### src/rtl/cei_obi_addr_router.sv
// cei_obi_addr_router: 1-master -> NSLAVE OBI address router.
// Each request is decoded against a rule table that can be rewritten at run time.
// The table is loaded from RULES_INIT at reset.
// Granted requests are tracked in order in a FIFO of decoded targets.
// Addresses that match no rule go to an internal error responder (ERR).
// Optional feature: define CEI_ADDR_ROUTER_ERRCNT_EN to add a saturating
// counter of accepted ERR requests (err_cnt_clr_i / err_cnt_o).

package cei_obi_addr_router_pkg;
  typedef struct packed {
    logic        valid;
    logic [31:0] start_addr;
    logic [31:0] end_addr;   // exclusive
    logic [31:0] slave_idx;
  } addr_map_rule_t;

  localparam addr_map_rule_t [4:0] DEFAULT_RULES = '{
    addr_map_rule_t'{valid: 1'b1, start_addr: 32'hF011_0000, end_addr: 32'hF012_0000, slave_idx: 32'd4},
    addr_map_rule_t'{valid: 1'b1, start_addr: 32'hF010_0000, end_addr: 32'hF011_0000, slave_idx: 32'd3},
    addr_map_rule_t'{valid: 1'b1, start_addr: 32'hF001_0000, end_addr: 32'hF002_0000, slave_idx: 32'd2},
    addr_map_rule_t'{valid: 1'b1, start_addr: 32'hF000_0000, end_addr: 32'hF001_0000, slave_idx: 32'd1},
    addr_map_rule_t'{valid: 1'b1, start_addr: 32'h0000_0000, end_addr: 32'h0001_0000, slave_idx: 32'd0}
  };
endpackage

module cei_obi_addr_router
  import cei_obi_addr_router_pkg::*;
#(
  parameter int                             NSLAVE          = 5,
  parameter int                             NRULES          = 5,
  parameter int                             DW              = 32,
  parameter int                             MAX_OUTSTANDING = 4,
  parameter logic [DW-1:0]                  ERR_RDATA       = DW'(32'hBADACCE5),
  parameter addr_map_rule_t [NRULES-1:0]    RULES_INIT      = DEFAULT_RULES,
  localparam int                            IW              = (NRULES > 1) ? $clog2(NRULES) : 1
) (
  input  logic                 clk_i,
  input  logic                 rst_i,
  input  logic                 m_req_i,
  input  logic [31:0]          m_addr_i,
  input  logic                 m_we_i,
  input  logic [DW/8-1:0]      m_be_i,
  input  logic [DW-1:0]        m_wdata_i,
  output logic                 m_gnt_o,
  output logic                 m_rvalid_o,
  output logic [DW-1:0]        m_rdata_o,
  output logic                 m_err_o,
  output logic [NSLAVE-1:0]    s_req_o,
  output logic [31:0]          s_addr_o,
  output logic                 s_we_o,
  output logic [DW/8-1:0]      s_be_o,
  output logic [DW-1:0]        s_wdata_o,
  input  logic [NSLAVE-1:0]    s_gnt_i,
  input  logic [NSLAVE-1:0]    s_rvalid_i,
  input  logic [NSLAVE*DW-1:0] s_rdata_i,
  input  logic                 cfg_we_i,
  input  logic [IW-1:0]        cfg_idx_i,
  input  logic [31:0]          cfg_start_i,
  input  logic [31:0]          cfg_end_i,
  input  logic [31:0]          cfg_slave_i,
  input  logic                 cfg_valid_i,
`ifdef CEI_ADDR_ROUTER_ERRCNT_EN
  input  logic                 err_cnt_clr_i,
  output logic [15:0]          err_cnt_o,
`endif
  output logic                 proto_err_o
);

  // Target encoding: 0..NSLAVE-1 are real slaves, NSLAVE is the error responder.
  localparam int TW = $clog2(NSLAVE + 1);
  localparam int PW = (MAX_OUTSTANDING > 1) ? $clog2(MAX_OUTSTANDING) : 1;
  localparam int CW = $clog2(MAX_OUTSTANDING + 1);
  localparam logic [TW-1:0] ERR_ID = TW'(NSLAVE);

  addr_map_rule_t [NRULES-1:0] rules_q;
  logic [TW-1:0]               fifo_q [MAX_OUTSTANDING];
  logic [PW-1:0]               wptr_q, rptr_q;
  logic [CW-1:0]               cnt_q;
  logic                        proto_q;

  logic [TW-1:0] tgt, head;
  logic          full, empty, push, pop, proto_set;

  assign full  = (cnt_q == CW'(MAX_OUTSTANDING));
  assign empty = (cnt_q == '0);
  assign head  = fifo_q[rptr_q];
  assign push  = m_req_i & m_gnt_o;
  assign pop   = m_rvalid_o;

  // Broadcast request fields; everything is held at 0 while in reset.
  assign s_addr_o    = rst_i ? '0 : m_addr_i;
  assign s_we_o      = rst_i ? 1'b0 : m_we_i;
  assign s_be_o      = rst_i ? '0 : m_be_i;
  assign s_wdata_o   = rst_i ? '0 : m_wdata_i;
  assign proto_err_o = proto_q & ~rst_i;

  // Rule table: a write lands next cycle; a write naming a nonexistent slave is dropped.
  always_ff @(posedge clk_i) begin
    if (rst_i) begin
      rules_q <= RULES_INIT;
    end else if (cfg_we_i && (cfg_slave_i < 32'(NSLAVE)) && (32'(cfg_idx_i) < 32'(NRULES))) begin
      rules_q[cfg_idx_i] <= '{valid: cfg_valid_i, start_addr: cfg_start_i,
                              end_addr: cfg_end_i, slave_idx: cfg_slave_i};
    end
  end

  // Decode: walking from the top down leaves the lowest-index hit in tgt.
  // A malformed RULES_INIT entry with an out-of-range slave never hits.
  always_comb begin
    tgt = ERR_ID;
    for (int i = NRULES - 1; i >= 0; i--) begin
      if (rules_q[i].valid && (m_addr_i >= rules_q[i].start_addr) &&
          (m_addr_i < rules_q[i].end_addr) && (rules_q[i].slave_idx < 32'(NSLAVE)))
        tgt = rules_q[i].slave_idx[TW-1:0];
    end
  end

  // Request path: stall completely when full, even if a pop happens in the same cycle.
  always_comb begin
    s_req_o = '0;
    m_gnt_o = 1'b0;
    if (!rst_i && !full) begin
      if (tgt == ERR_ID) m_gnt_o = m_req_i;
      for (int k = 0; k < NSLAVE; k++) begin
        if (tgt == TW'(k)) begin
          s_req_o[k] = m_req_i;
          m_gnt_o    = s_gnt_i[k];
        end
      end
    end
  end

  // Response path: only the FIFO head slave may answer; any other rvalid is a protocol error.
  always_comb begin
    m_rvalid_o = 1'b0;
    m_rdata_o  = '0;
    m_err_o    = 1'b0;
    proto_set  = 1'b0;
    if (!rst_i) begin
      if (!empty && head == ERR_ID) begin
        m_rvalid_o = 1'b1;
        m_rdata_o  = ERR_RDATA;
        m_err_o    = 1'b1;
      end
      for (int k = 0; k < NSLAVE; k++) begin
        if (!empty && head == TW'(k)) begin
          m_rvalid_o = s_rvalid_i[k];
          if (s_rvalid_i[k]) m_rdata_o = s_rdata_i[k*DW +: DW];
        end else if (s_rvalid_i[k]) begin
          proto_set = 1'b1;
        end
      end
    end
  end

  // In-order outstanding FIFO and the sticky protocol error flag.
  always_ff @(posedge clk_i) begin
    if (rst_i) begin
      wptr_q  <= '0;
      rptr_q  <= '0;
      cnt_q   <= '0;
      proto_q <= 1'b0;
      for (int i = 0; i < MAX_OUTSTANDING; i++) fifo_q[i] <= '0;
    end else begin
      proto_q <= proto_q | proto_set;
      if (push) begin
        fifo_q[wptr_q] <= tgt;
        wptr_q <= (wptr_q == PW'(MAX_OUTSTANDING - 1)) ? '0 : wptr_q + 1'b1;
      end
      if (pop) rptr_q <= (rptr_q == PW'(MAX_OUTSTANDING - 1)) ? '0 : rptr_q + 1'b1;
      if (push && !pop)      cnt_q <= cnt_q + 1'b1;
      else if (pop && !push) cnt_q <= cnt_q - 1'b1;
    end
  end

`ifdef CEI_ADDR_ROUTER_ERRCNT_EN
  logic [15:0] err_cnt_q;
  assign err_cnt_o = rst_i ? '0 : err_cnt_q;

  // Saturating count of accepted ERR requests; clear wins over increment.
  always_ff @(posedge clk_i) begin
    if (rst_i || err_cnt_clr_i)                                  err_cnt_q <= '0;
    else if (push && tgt == ERR_ID && err_cnt_q != 16'hFFFF)      err_cnt_q <= err_cnt_q + 16'd1;
  end
`endif

endmodule

### config.mk
export PLATFORM = sky130hd
export DESIGN_NAME = cei_obi_addr_router
export DESIGN_NICKNAME = d
export VERILOG_FILES = /design/src/rtl/cei_obi_addr_router.sv
export SDC_FILE = /design/constraint.sdc
export NUM_CORES = 1
export LEC_CHECK = 0
export BUFFER_PORTS_ARGS = -buffer_cell sky130_fd_sc_hd__buf_2
export CAP_MARGIN = 20
export CORE_ASPECT_RATIO = 1.2
export CORE_MARGIN = 1
export CORE_UTILIZATION = 35
export CTS_CLUSTER_SIZE = 10
export DETAILED_ROUTE_END_ITERATION = 6
export SLEW_MARGIN = 20
export SYNTH_ARGS = -nofsm -noshare
export SYNTH_HDL_FRONTEND = slang
export SYNTH_SLANG_ARGS = --single-unit
### constraint.sdc
create_clock -name clk_i -period 9.11 [get_ports clk_i]
set_clock_uncertainty 0.05 [all_clocks]
set_input_delay 1.822 -clock clk_i [delete_from_list [all_inputs] [get_ports clk_i]]
set_output_delay 1.822 -clock clk_i [all_outputs]
set_load 0.02 [all_outputs]
==> reports/qor.log, run 1 <==
INFO  drt            wl=89500µm
INFO  cts            tritoncts=built
INFO  cts            post-cts-setup-buffer-count=0
INFO  global_route   antenna_found_initial=16
INFO  critical_path  worst-path-buf-inv=2
INFO  critical_path  setup.worst_path.class=input pin to output pin
INFO  place          placement.cell_area=0.0296mm²
INFO  sta            timing_max_transition_violations_final=0
INFO  cts            ctsRootBufferMaster=sky130_fd_sc_hd__clkbuf_16
INFO  drt            drt-initial-drc-count=1768
INFO  yosys          async_reset_ff_share=0%
INFO  critical_path  timing.critical_path.fanout_max=11
INFO  place          place_hpwl=62400µm
INFO  global_route   grt_pass1_wl=135000µm
INFO  drt            postRouteAntennaNets=0
INFO  cells_and_area area.growth.synth_to_final=17.9%
INFO  global_route   maximum_number_of_pins_on_one_net_before_global_route_repair=156
INFO  yosys          ys_ff_latch=507
INFO  yosys          largest_family_of_logic_cells_by_synthesized_area=simple AND/OR/NAND/NOR gates
INFO  cts            cts_repair_resize_count=0
INFO  critical_path  crit_path_cell_trace=buf_2 > ha_1 > nand4_1 > nor4_1 > a221oi_1 > o211ai_1 > a31oi_1 > or3_1 > o21ai_0 > a41oi_1 > o31ai_1 > a21oi_1 > nor3b_1 > buf_2
INFO  critical_path  worstRegToRegCells=20
INFO  pwr            p_per_area=165mW/mm²
INFO  global_route   global_route_congestion_overflow_total=0
INFO  sta            timing_worst_slew_pin_value=1.08ns
INFO  min_path       holdCritPathClass=flop to flop
INFO  place          io_buffers=452
INFO  sta            period_needed=7.99ns
INFO  cells_and_area final_cell_area=0.0313mm²
INFO  pwr            vdd_drop_max=0.150mV
INFO  global_route   first_global_vias=22600
INFO  critical_path  rr_startpoint=rules_q[385]
INFO  sta            rsz0062_at_grt=false
INFO  drt            total_vias_in_the_final_route=24200
INFO  yosys          yosys.area_share.xor_xnor=0.0659%
INFO  status         status=complete, no violations
INFO  yosys          muxShareOfSynthArea=0.641%
INFO  die            die_area=0.0770mm²
INFO  yosys          post_synth_fa_ha_maj_area_fraction=15.1%
INFO  yosys          synth-seq-area-share=38.7%
INFO  sta            hold_violations=0
INFO  die            core_area=0.0750mm²
INFO  min_path       endpoint_of_the_worst_hold_path=rules_q[32]
INFO  die            chipWidth=253µm
INFO  yosys          syn_area_per_cell=8.00µm²
INFO  sta            setup-violations-final=0
INFO  cells_and_area finalNetCount=4332
INFO  yosys          synth_compound_area_share=16.7%
INFO  cts            cts-htree-levels=2
INFO  pwr            leakage=0.0129µW
INFO  sta            timing.max_slew.rel_slack=28.0%
INFO  critical_path  cp_data_arrival_time=6.12ns
INFO  yosys          mappedNetlistNets=3982
INFO  yosys          synth-simple-area-share=21.6%
INFO  yosys          netlist_area=0.0266mm²
INFO  die            die_height=304µm
INFO  critical_path  critPathMostFrequentCell=sky130_fd_sc_hd__buf_2
INFO  drt            drt-pass1-iter-count=6
INFO  critical_path  timing.critical_path.from_type=input pin
INFO  min_path       number_of_stages_on_the_worst_hold_path=2
INFO  run            max_cap_viol_count=0
INFO  place          routabilityCongestion=0.864
INFO  critical_path  cp.required=7.24ns
INFO  yosys          yosysWarnings=0
INFO  critical_path  timing.critical_path.slowest_cell_delay=0.83ns
INFO  die            rows=110
INFO  cts            postCtsHoldBufs=0
INFO  critical_path  r2r_path_end=cnt_q[2]
INFO  yosys          synth-edff-count=12
INFO  yosys          synth.lib_cells_used.distinct=71
INFO  drt            detail_route.drc_violations=0
INFO  critical_path  timing.critical_path.max_delay_family=simple AND/OR/NAND/NOR gates
INFO  min_path       hold_path_startpoint=rules_q[32]
INFO  die            initial_core_util=35.4%
INFO  critical_path  cp-end-kind=output pin
INFO  cts            clock_tree.buffer_depth=3
INFO  sta            finalCritPeriodShare=87.7%
INFO  yosys          dominantRegCellSynth=sky130_fd_sc_hd__dfxtp_1
INFO  drt            vias_per_cell=5.14
INFO  critical_path  cp_slowest_cell=sky130_fd_sc_hd__nor4_1
INFO  die            ios=453
INFO  critical_path  ff2ff_setup_slack=3.03ns
INFO  yosys          synthCells=3320
INFO  cts            cts_made_buffers=59
INFO  sta            setup_tns=0ns
INFO  cts            clock_pin_transition_on_the_worst_setup_and_hold_timing_paths=0.05ns
INFO  global_route   gr-usage-all-layers=22.6%
INFO  drt            wire_per_inst=19.0µm
INFO  cts            tritoncts_num_sinks=507
INFO  cts            worst_skew_pair.late_latency=0.65ns
INFO  sta            upper_clock_frequency_limit=125MHz
INFO  cells_and_area drive_above_1_share=15.5%
## Yosys cell counts (31+ instances only)
master	n	area share, %
sky130_fd_sc_hd__nor4_1	46	1.1
sky130_fd_sc_hd__nand4_1	44	1.0
sky130_fd_sc_hd__a222oi_1	31	1.2
sky130_fd_sc_hd__nor2_1	61	0.86
sky130_fd_sc_hd__ha_1	318	15
sky130_fd_sc_hd__o211ai_1	52	1.5
sky130_fd_sc_hd__a21oi_1	411	7.7
sky130_fd_sc_hd__nor2b_1	87	2.0
sky130_fd_sc_hd__nand2_1	732	10
sky130_fd_sc_hd__and3_1	155	3.7
sky130_fd_sc_hd__nand3_1	35	0.66
sky130_fd_sc_hd__clkbuf_1	174	2.5
sky130_fd_sc_hd__dfxtp_1	495	37
sky130_fd_sc_hd__inv_1	328	4.6
sky130_fd_sc_hd__o21ai_0	106	2.0
## cells by family after synthesis
kind of cell    after synthesis
flops                       507
compound gates              740
fa+ha+maj                   319
simple gates               1231
xor+xnor                      2
mux                          12
buf+inv                     509
## worst max-delay path by stage
stage          slack (ns)      end  depth (start not counted)         start
3_5_place_dp         1.26  m_gnt_o                         14  m_addr_i[30]
4_1_cts              1.25  m_gnt_o                         14  m_addr_i[30]
3_3_place_gp         1.34  m_gnt_o                         13  m_addr_i[27]
2_1_floorplan        2.42  m_gnt_o                         13  m_addr_i[29]
5_1_grt              1.02  m_gnt_o                         13  m_addr_i[30]
6_report             1.12  m_gnt_o                         14  m_addr_i[30]
## per-layer routing
layer	vias up	part of all wire, %	global-route usage, %
met5	-	0.089	0
met4	12	2.7	6.37
met3	147	5.6	3.67
met2	697	49	40.0
met1	11300	42	27.9
li1	12100	-	-
## power breakdown
part / total (µW) / internal, µW / switching [µW]
Clock: 2120 / 1190 / 936
Sequential: 2270 / 2250 / 20.1
Combinational: 781 / 279 / 502
Total: 5170 / 3710 / 1460
## registers in the layout, indices dropped and copies added, names as in the netlist, named ones only
register	cells
cnt_q	3
rptr_q	2
wptr_q	2
fifo_q	12
rules_q	485
proto_q	1
## layout make-up
cell class / count / area [µm²]
Tap cell: 1008 / 1260
Antenna cell: 9 / 22.5
Sequential cell: 507 / 10300
Multi-Input combinational cell: 2304 / 14400
Clock inverter: 7 / 114
Fill cell: 7564 / 43700
Clock buffer: 75 / 1560
Timing Repair Buffer: 470 / 2430
Inverter: 328 / 1230
## layout by cell type (no fill, tap or decap), types with 59 or more instances in the layout
cell,n
sky130_fd_sc_hd__nand2_1,731
sky130_fd_sc_hd__and3_1,153
sky130_fd_sc_hd__buf_2,451
sky130_fd_sc_hd__nor2_1,59
sky130_fd_sc_hd__inv_1,327
sky130_fd_sc_hd__a21oi_1,411
sky130_fd_sc_hd__ha_1,318
sky130_fd_sc_hd__nor2b_1,87
sky130_fd_sc_hd__o21ai_0,106
sky130_fd_sc_hd__clkbuf_16,59
sky130_fd_sc_hd__dfxtp_1,495
## through the flow
step | setup WS, ns | utilization [%] | std cells | hold WS (ns) | power [µW]
floorplan | 2.42 | - | 3320 | 0.377 | 2760
global placement | 1.34 | 39.5 | 4616 | 0.386 | 3080
detailed placement | 1.26 | 39.5 | 4616 | 0.393 | 3080
CTS | 1.25 | 41.7 | 4698 | 0.400 | 5210
global route | 1.02 | 41.7 | 4706 | 0.412 | 5380
finish | 1.12 | 41.7 | 4708 | 0.397 | 5170
## tightest hold or removal path, cell delays in order, from the launching register on
cell                      delay, ns
sky130_fd_sc_hd__dfxtp_1       0.30
sky130_fd_sc_hd__nand2_1       0.05
sky130_fd_sc_hd__a21oi_1       0.05
(Power assumes the default switching activity.)
==> run 2: changes to the inputs <==
Settings changed: CORE_UTILIZATION 35 to 45, PLACE_DENSITY from default to 0.66.
Clock period 9.11 ns to 7.5 ns, I/O delays scaled along.
==> run 2 against run 1 <==
Effect of this change: power is 20% higher; largest cell class unchanged; global-route usage is 5.0 points higher; largest power group unchanged; worst hold slack better by 0.0017 ns.
==> reports/qor.log, run 2 (synthesized netlist as in run 1, its figures left out) <==
INFO  critical_path  timing.critical_path.from_type=input pin
INFO  drt            wl=85200µm [-4.8%]
INFO  cts            clock_tree.buffer_depth=3 [unchanged]
INFO  cells_and_area regMostFlops=rules_q
INFO  global_route   grt_pass1_wl=128000µm [-5.1%]
INFO  cts            ctsRootBufferMaster=sky130_fd_sc_hd__clkbuf_16
INFO  min_path       holdCritPathClass=flop to flop
INFO  drt            detail_route.drc_violations=0 [unchanged]
INFO  global_route   global_route_congestion_overflow_total=0 [unchanged]
INFO  critical_path  setup.worst_path.class=input pin to output pin
INFO  cells_and_area final_common_cell=sky130_fd_sc_hd__nand2_1
INFO  place          routabilityCongestion=0.920 [+6.5%]
INFO  cells_and_area area.growth.synth_to_final=16.9%
INFO  cts            worst_skew_pair.late_latency=0.64ns [about the same]
INFO  cts            post-cts-setup-buffer-count=0 [unchanged]
INFO  cells_and_area most-common-layout-cells=731 x sky130_fd_sc_hd__nand2_1, 495 x sky130_fd_sc_hd__dfxtp_1, 451 x sky130_fd_sc_hd__buf_2
INFO  critical_path  timing.critical_path.fanout_max=11 [unchanged]
INFO  pwr            vdd_drop_max=0.227mV [+51%]
INFO  cells_and_area largest_registers=rules_q x485, fifo_q x12, cnt_q x3
INFO  drt            wire_per_inst=19.0µm [-0.28%]
INFO  status         status=complete, no violations
INFO  sta            timing_max_transition_violations_final=0 [unchanged]
INFO  cells_and_area finalNetCount=4341 [+0.21%]
INFO  die            die_height=268µm [-12%]
INFO  sta            holdWs=0.399ns [+0.00174 ns]
INFO  die            initial_core_util=45.5% [+10 points]
INFO  cts            cts_made_buffers=57 [-3.4%]
INFO  critical_path  cp-end-kind=output pin
INFO  cells_and_area largest_register_ff_count=485 [unchanged]
INFO  global_route   gr-usage-all-layers=27.6% [+5.0 points]
INFO  sta            setup_tns=0ns [unchanged]
INFO  cells_and_area layout.core_utilization=53.2% [+11 points]
INFO  cts            postCtsHoldBufs=0 [unchanged]
INFO  die            chipWidth=224µm [-12%]
INFO  die            ios=453 [unchanged]
INFO  global_route   maximum_number_of_pins_on_one_net_before_global_route_repair=93 [-40%]
INFO  cts            clock_pin_transition_on_the_worst_setup_and_hold_timing_paths=0.06ns [about the same]
INFO  sta            timing_worst_slew_pin_value=1.10ns [+0.0236 ns]
INFO  cts            tritoncts=built
INFO  cts            cts_repair_resize_count=0 [unchanged]
INFO  sta            hold_violations=0 [unchanged]
INFO  cts            tritoncts_num_sinks=507 [unchanged]
INFO  cells_and_area final_cell_area=0.0311mm² [-0.84%]
INFO  drt            drt-pass1-iter-count=5 [-1]
INFO  global_route   first_global_vias=22200 [-1.6%]
INFO  cells_and_area drive_above_1_share=15.7% [+0.13 points]
INFO  cts            cts-htree-levels=2 [unchanged]
INFO  pwr            p_per_area=200mW/mm² [+21%]
INFO  global_route   antenna_found_initial=17 [+1]
INFO  die            core_area=0.0584mm² [-22%]
INFO  drt            vias_per_cell=5.40 [+5.1%]
INFO  die            die_area=0.0600mm² [-22%]
INFO  drt            total_vias_in_the_final_route=24300 [+0.30%]
INFO  place          io_buffers=452 [unchanged]
INFO  sta            finalCritPeriodShare=96.1%
INFO  sta            rsz0062_at_grt=false
INFO  critical_path  cp.required=5.95ns [-1.29 ns]
INFO  drt            drt-initial-drc-count=1537 [-13%]
INFO  place          placement.cell_area=0.0294mm² [-0.55%]
INFO  die            rows=97 [-12%]
INFO  pwr            leakage=0.0129µW [+0.11%]
INFO  cells_and_area final.fill_count=5564 [-26%]
INFO  sta            setup-violations-final=0 [unchanged]
INFO  place          place_hpwl=61400µm [-1.5%]
INFO  sta            timing.max_slew.rel_slack=26.5% [-1.6 points]
INFO  run            max_cap_viol_count=0 [unchanged]
INFO  sta            upper_clock_frequency_limit=139MHz
INFO  critical_path  cp_data_arrival_time=5.66ns [-0.46 ns]
INFO  drt            postRouteAntennaNets=0 [unchanged]
INFO  sta            period_needed=7.21ns
## run 2: power by group
part           leakage [µW]  switching, µW  internal [µW]  total, µW
registers           0.00411           24.7           2730       2750
clock network      0.000770           1110           1400       2500
logic               0.00806            609            344        953
## run 2: layer usage
layer | GRT usage [%] | vias up | routed length [µm]
li1 | - | 12100 | -
met1 | 33.1 | 11200 | 35000
met2 | 48.4 | 777 | 41300
met3 | 4.43 | 175 | 4990
met4 | 12.2 | 10 | 3890
met5 | 0 | - | 64
## run 2: final cells by class
| type | instances | area, µm² | area share, % |
|---|---|---|---|
| diodes | 9 | 22.5 | 0.0725 |
| repair buffers | 481 | 2510 | 8.10 |
| inverters | 328 | 1240 | 3.98 |
| clock buffers | 70 | 1510 | 4.85 |
| well taps | 792 | 991 | 3.19 |
| flip-flops and latches | 507 | 10300 | 33.1 |
| multi-input cells | 2304 | 14400 | 46.4 |
| clock inverters | 3 | 90.1 | 0.290 |
## run 2: stage by stage
| stage | setup WS (ns) | instances | power, µW |
|---|---|---|---|
| finish | 0.293 | 4494 | 6210 |
| detailed placement | 0.414 | 4412 | 3760 |
| global placement | 0.419 | 4412 | 3750 |
| global route | 0.0684 | 4492 | 6450 |
| floorplan | 1.45 | 3320 | 3360 |
| CTS | 0.377 | 4485 | 6250 |
## run 2: path summary, 6_finish.rpt
path / start / to / slack [ns] / depth (start not counted)
setup / recovery: m_addr_i[27] / m_gnt_o / 0.29 / 14
hold / removal: rules_q[137] / rules_q[137] / 0.40 / 2
setup reg to reg: rules_q[91] / cnt_q[2] / 1.86 / 20
hold reg to reg: rules_q[137] / rules_q[137] / 0.40 / 2
## run 2: critical path: stages
cell and delay, ns:
sky130_fd_sc_hd__buf_2 0.26, sky130_fd_sc_hd__ha_1 0.30, sky130_fd_sc_hd__a21oi_1 0.14, sky130_fd_sc_hd__o21ai_0 0.11, sky130_fd_sc_hd__a221oi_1 0.62, sky130_fd_sc_hd__o2111ai_1 0.36, sky130_fd_sc_hd__o2111ai_1 0.79, sky130_fd_sc_hd__nand2_1 0.27
sky130_fd_sc_hd__o31ai_4 0.51, sky130_fd_sc_hd__buf_4 0.22, sky130_fd_sc_hd__a211o_1 0.10, sky130_fd_sc_hd__a21oi_1 0.06, sky130_fd_sc_hd__nor3b_1 0.19, sky130_fd_sc_hd__buf_2 0.20
==> run 3: changes to the inputs <==
Settings changed: CORE_UTILIZATION 45 to 30, PLACE_DENSITY 0.66 to default, SLEW_MARGIN 20 to default.
==> run 3 against run 2 <==
Effect of this change: the run now ends with DRC left; final area up 1.5%; highest routed layer unchanged; count of clock-buffer cells in the layout down 2; largest power group unchanged; worst hold slack worse by 0.0015 ns.
==> reports/qor.log, run 3 (synthesized netlist as in run 1, its figures left out) <==
INFO  status         status=complete, but fails checks
INFO  status         violated_checks=DRC
INFO  global_route   gr-usage-all-layers=22.3% [-5.3 points]
INFO  cells_and_area layout.core_utilization=36.0% [-17 points]
INFO  sta            period_needed=7.20ns [-0.00513 ns]
INFO  cts            clock_pin_transition_on_the_worst_setup_and_hold_timing_paths=0.06ns [about the same]
INFO  cts            cts_repair_resize_count=0 [unchanged]
INFO  sta            timing.max_slew.rel_slack=22.4% [-4.0 points]
INFO  critical_path  timing.critical_path.slowest_cell_delay=0.81ns [+0.02 ns]
INFO  cells_and_area final_cell_area=0.0315mm² [+1.5%]
INFO  cts            post-cts-setup-buffer-count=0 [unchanged]
INFO  run            max_cap_viol_count=0 [unchanged]
INFO  min_path       number_of_stages_on_the_worst_hold_path=2 [unchanged]
INFO  sta            timing_worst_slew_pin_value=1.16ns [+0.0601 ns]
INFO  cells_and_area largest_registers=rules_q x485, fifo_q x12, cnt_q x3
INFO  critical_path  worstRegToRegCells=21 [+5.0%]
INFO  critical_path  cp_data_arrival_time=5.65ns [about the same]
INFO  cells_and_area finalNetCount=4350 [+0.21%]
INFO  critical_path  cp_slowest_cell=sky130_fd_sc_hd__nor4_1
INFO  critical_path  rr_startpoint=rules_q[385]
INFO  place          routabilityCongestion=1.03 [+12%]
INFO  place          placement.cell_area=0.0299mm² [+1.7%]
INFO  die            die_height=328µm [+22%]
INFO  pwr            leakage=0.0130µW [+0.23%]
INFO  cells_and_area area.growth.synth_to_final=18.7%
INFO  die            rows=119 [+23%]
INFO  sta            rsz0062_at_grt=false
INFO  cells_and_area final.fill_count=9138 [+64%]
INFO  drt            wire_per_inst=21.1µm [+11%]
INFO  die            ios=453 [unchanged]
INFO  place          io_buffers=452 [unchanged]
INFO  place          placedCellCount=4778 [+8.3%]
INFO  drt            total_vias_in_the_final_route=24700 [+1.5%]
INFO  cts            tritoncts_num_sinks=507 [unchanged]
INFO  sta            setup-violations-final=0 [unchanged]
INFO  cts            clock_tree.buffer_depth=3 [unchanged]
INFO  cts            ctsRootBufferMaster=sky130_fd_sc_hd__clkbuf_16
INFO  global_route   global_route_congestion_overflow_total=0 [unchanged]
INFO  min_path       endpoint_of_the_worst_hold_path=rules_q[227]
INFO  min_path       holdCritPathClass=flop to flop
INFO  global_route   first_global_vias=23400 [+5.2%]
INFO  critical_path  critPathMostFrequentCell=sky130_fd_sc_hd__buf_4
INFO  sta            timing_max_transition_violations_final=0 [unchanged]
INFO  die            die_area=0.0897mm² [+50%]
INFO  drt            vias_per_cell=5.06 [-6.3%]
INFO  drt            postRouteAntennaNets=0 [unchanged]
INFO  cts            worst_skew_pair.late_latency=0.61ns [-0.03 ns]
INFO  drt            drt-pass1-iter-count=7 [+2]
INFO  cts            tritoncts=built
INFO  sta            setup_tns=0ns [unchanged]
INFO  critical_path  timing.critical_path.from_type=input pin
INFO  critical_path  setup.worst_path.class=input pin to output pin
INFO  cells_and_area regMostFlops=rules_q
INFO  critical_path  r2r_path_end=cnt_q[2]
INFO  pwr            vdd_drop_max=0.152mV [-33%]
INFO  cells_and_area final_cell_count_no_fill=4872 [+8.4%]
INFO  pwr            p_per_area=198mW/mm² [-0.88%]
INFO  sta            finalCritPeriodShare=96.0% [about the same]
INFO  sta            hold_violations=0 [unchanged]
INFO  critical_path  cp.required=5.95ns [about the same]
INFO  min_path       hold_path_startpoint=rules_q[227]
INFO  critical_path  crit_path_cell_trace=buf_2 > buf_4 > ha_1 > nand4_1 > nor4_1 > a221oi_1 > o211ai_1 > a31oi_1 > buf_4 > or3_1 > a31oi_2 > o31ai_4 > buf_4 > a32o_1 > nor3b_1 > buf_2
INFO  die            initial_core_util=30.3% [-15 points]
INFO  cts            cts-htree-levels=2 [unchanged]
INFO  drt            wl=103000µm [+21%]
INFO  drt            detail_route.drc_violations=2 [+2]
INFO  critical_path  worst-path-buf-inv=5 [+2]
INFO  critical_path  timing.critical_path.fanout_max=7 [-4]
INFO  critical_path  cp-end-kind=output pin
INFO  critical_path  timing.critical_path.max_delay_family=simple AND/OR/NAND/NOR gates
INFO  cts            postCtsHoldBufs=0 [unchanged]
INFO  die            core_area=0.0877mm² [+50%]
INFO  cells_and_area final_common_cell=sky130_fd_sc_hd__nand2_1
INFO  cells_and_area largest_register_ff_count=485 [unchanged]
INFO  critical_path  ff2ff_setup_slack=2.01ns [+0.15 ns]
INFO  cells_and_area drive_above_1_share=15.8% [+0.19 points]
INFO  global_route   maximum_number_of_pins_on_one_net_before_global_route_repair=123 [+32%]
INFO  sta            upper_clock_frequency_limit=139MHz [about the same]
INFO  place          place_hpwl=76500µm [+24%]
INFO  cells_and_area most-common-layout-cells=731 x sky130_fd_sc_hd__nand2_1, 495 x sky130_fd_sc_hd__dfxtp_1, 451 x sky130_fd_sc_hd__buf_2
INFO  drt            drt-initial-drc-count=1707 [+11%]
INFO  pwr            power.total=6250µW [+0.65%]
INFO  cts            cts_made_buffers=57 [unchanged]
INFO  die            chipWidth=274µm [+22%]
INFO  global_route   antenna_found_initial=37 [+20]
INFO  global_route   grt_pass1_wl=149000µm [+17%]
[run 3: area by class of cell]
type                            instances  area [µm²]  share of cell area [%]
Multi-Input combinational cell       2304       14400                    45.7
Sequential cell                       507       10300                    32.6
Timing Repair Buffer                  490        2560                    8.11
Clock buffer                           68        1510                    4.79
Tap cell                             1149        1440                    4.56
Inverter                              328        1230                    3.91
Antenna cell                           23        57.6                   0.183
Clock inverter                          3        43.8                   0.139
[run 3: stage by stage]
step	setup WS [ns]	hold WS [ns]
2_1_floorplan	1.45	0.377
3_3_place_gp	0.464	0.383
3_5_place_dp	0.413	0.392
4_1_cts	0.401	0.400
5_1_grt	0.235	0.414
6_report	0.298	0.398
[run 3: worst max path at each step]
stage,startpoint,to,cells past startpoint
3_3_place_gp,m_addr_i[0],m_gnt_o,15
4_1_cts,m_addr_i[31],m_gnt_o,16
2_1_floorplan,m_addr_i[29],m_gnt_o,13
6_report,m_addr_i[31],m_gnt_o,16
5_1_grt,m_addr_i[31],m_gnt_o,16
3_5_place_dp,m_addr_i[31],m_gnt_o,16
[run 3: layer usage]
layer,global-route usage [%],share of wire (%),vias to the layer above,wire length [µm]
li1,-,-,12100,-
met1,24.8,39,11500,40200
met2,39.1,49,785,50300
met3,3.87,5.7,207,5820
met4,14.2,6.4,16,6590
met5,0,0.098,-,101
[run 3: tightest hold or removal path, cell delays in order, from the launching register on]
cell,delay [ns]
sky130_fd_sc_hd__dfxtp_1,0.30
sky130_fd_sc_hd__nand2_1,0.05
sky130_fd_sc_hd__a21oi_1,0.05
[run 3: report_power, final]
part | total, µW | switching (µW) | internal [µW]
logic | 1010 | 662 | 345
registers | 2750 | 25.5 | 2730
clock network | 2490 | 1070 | 1420
total | 6250 | 1760 | 4500
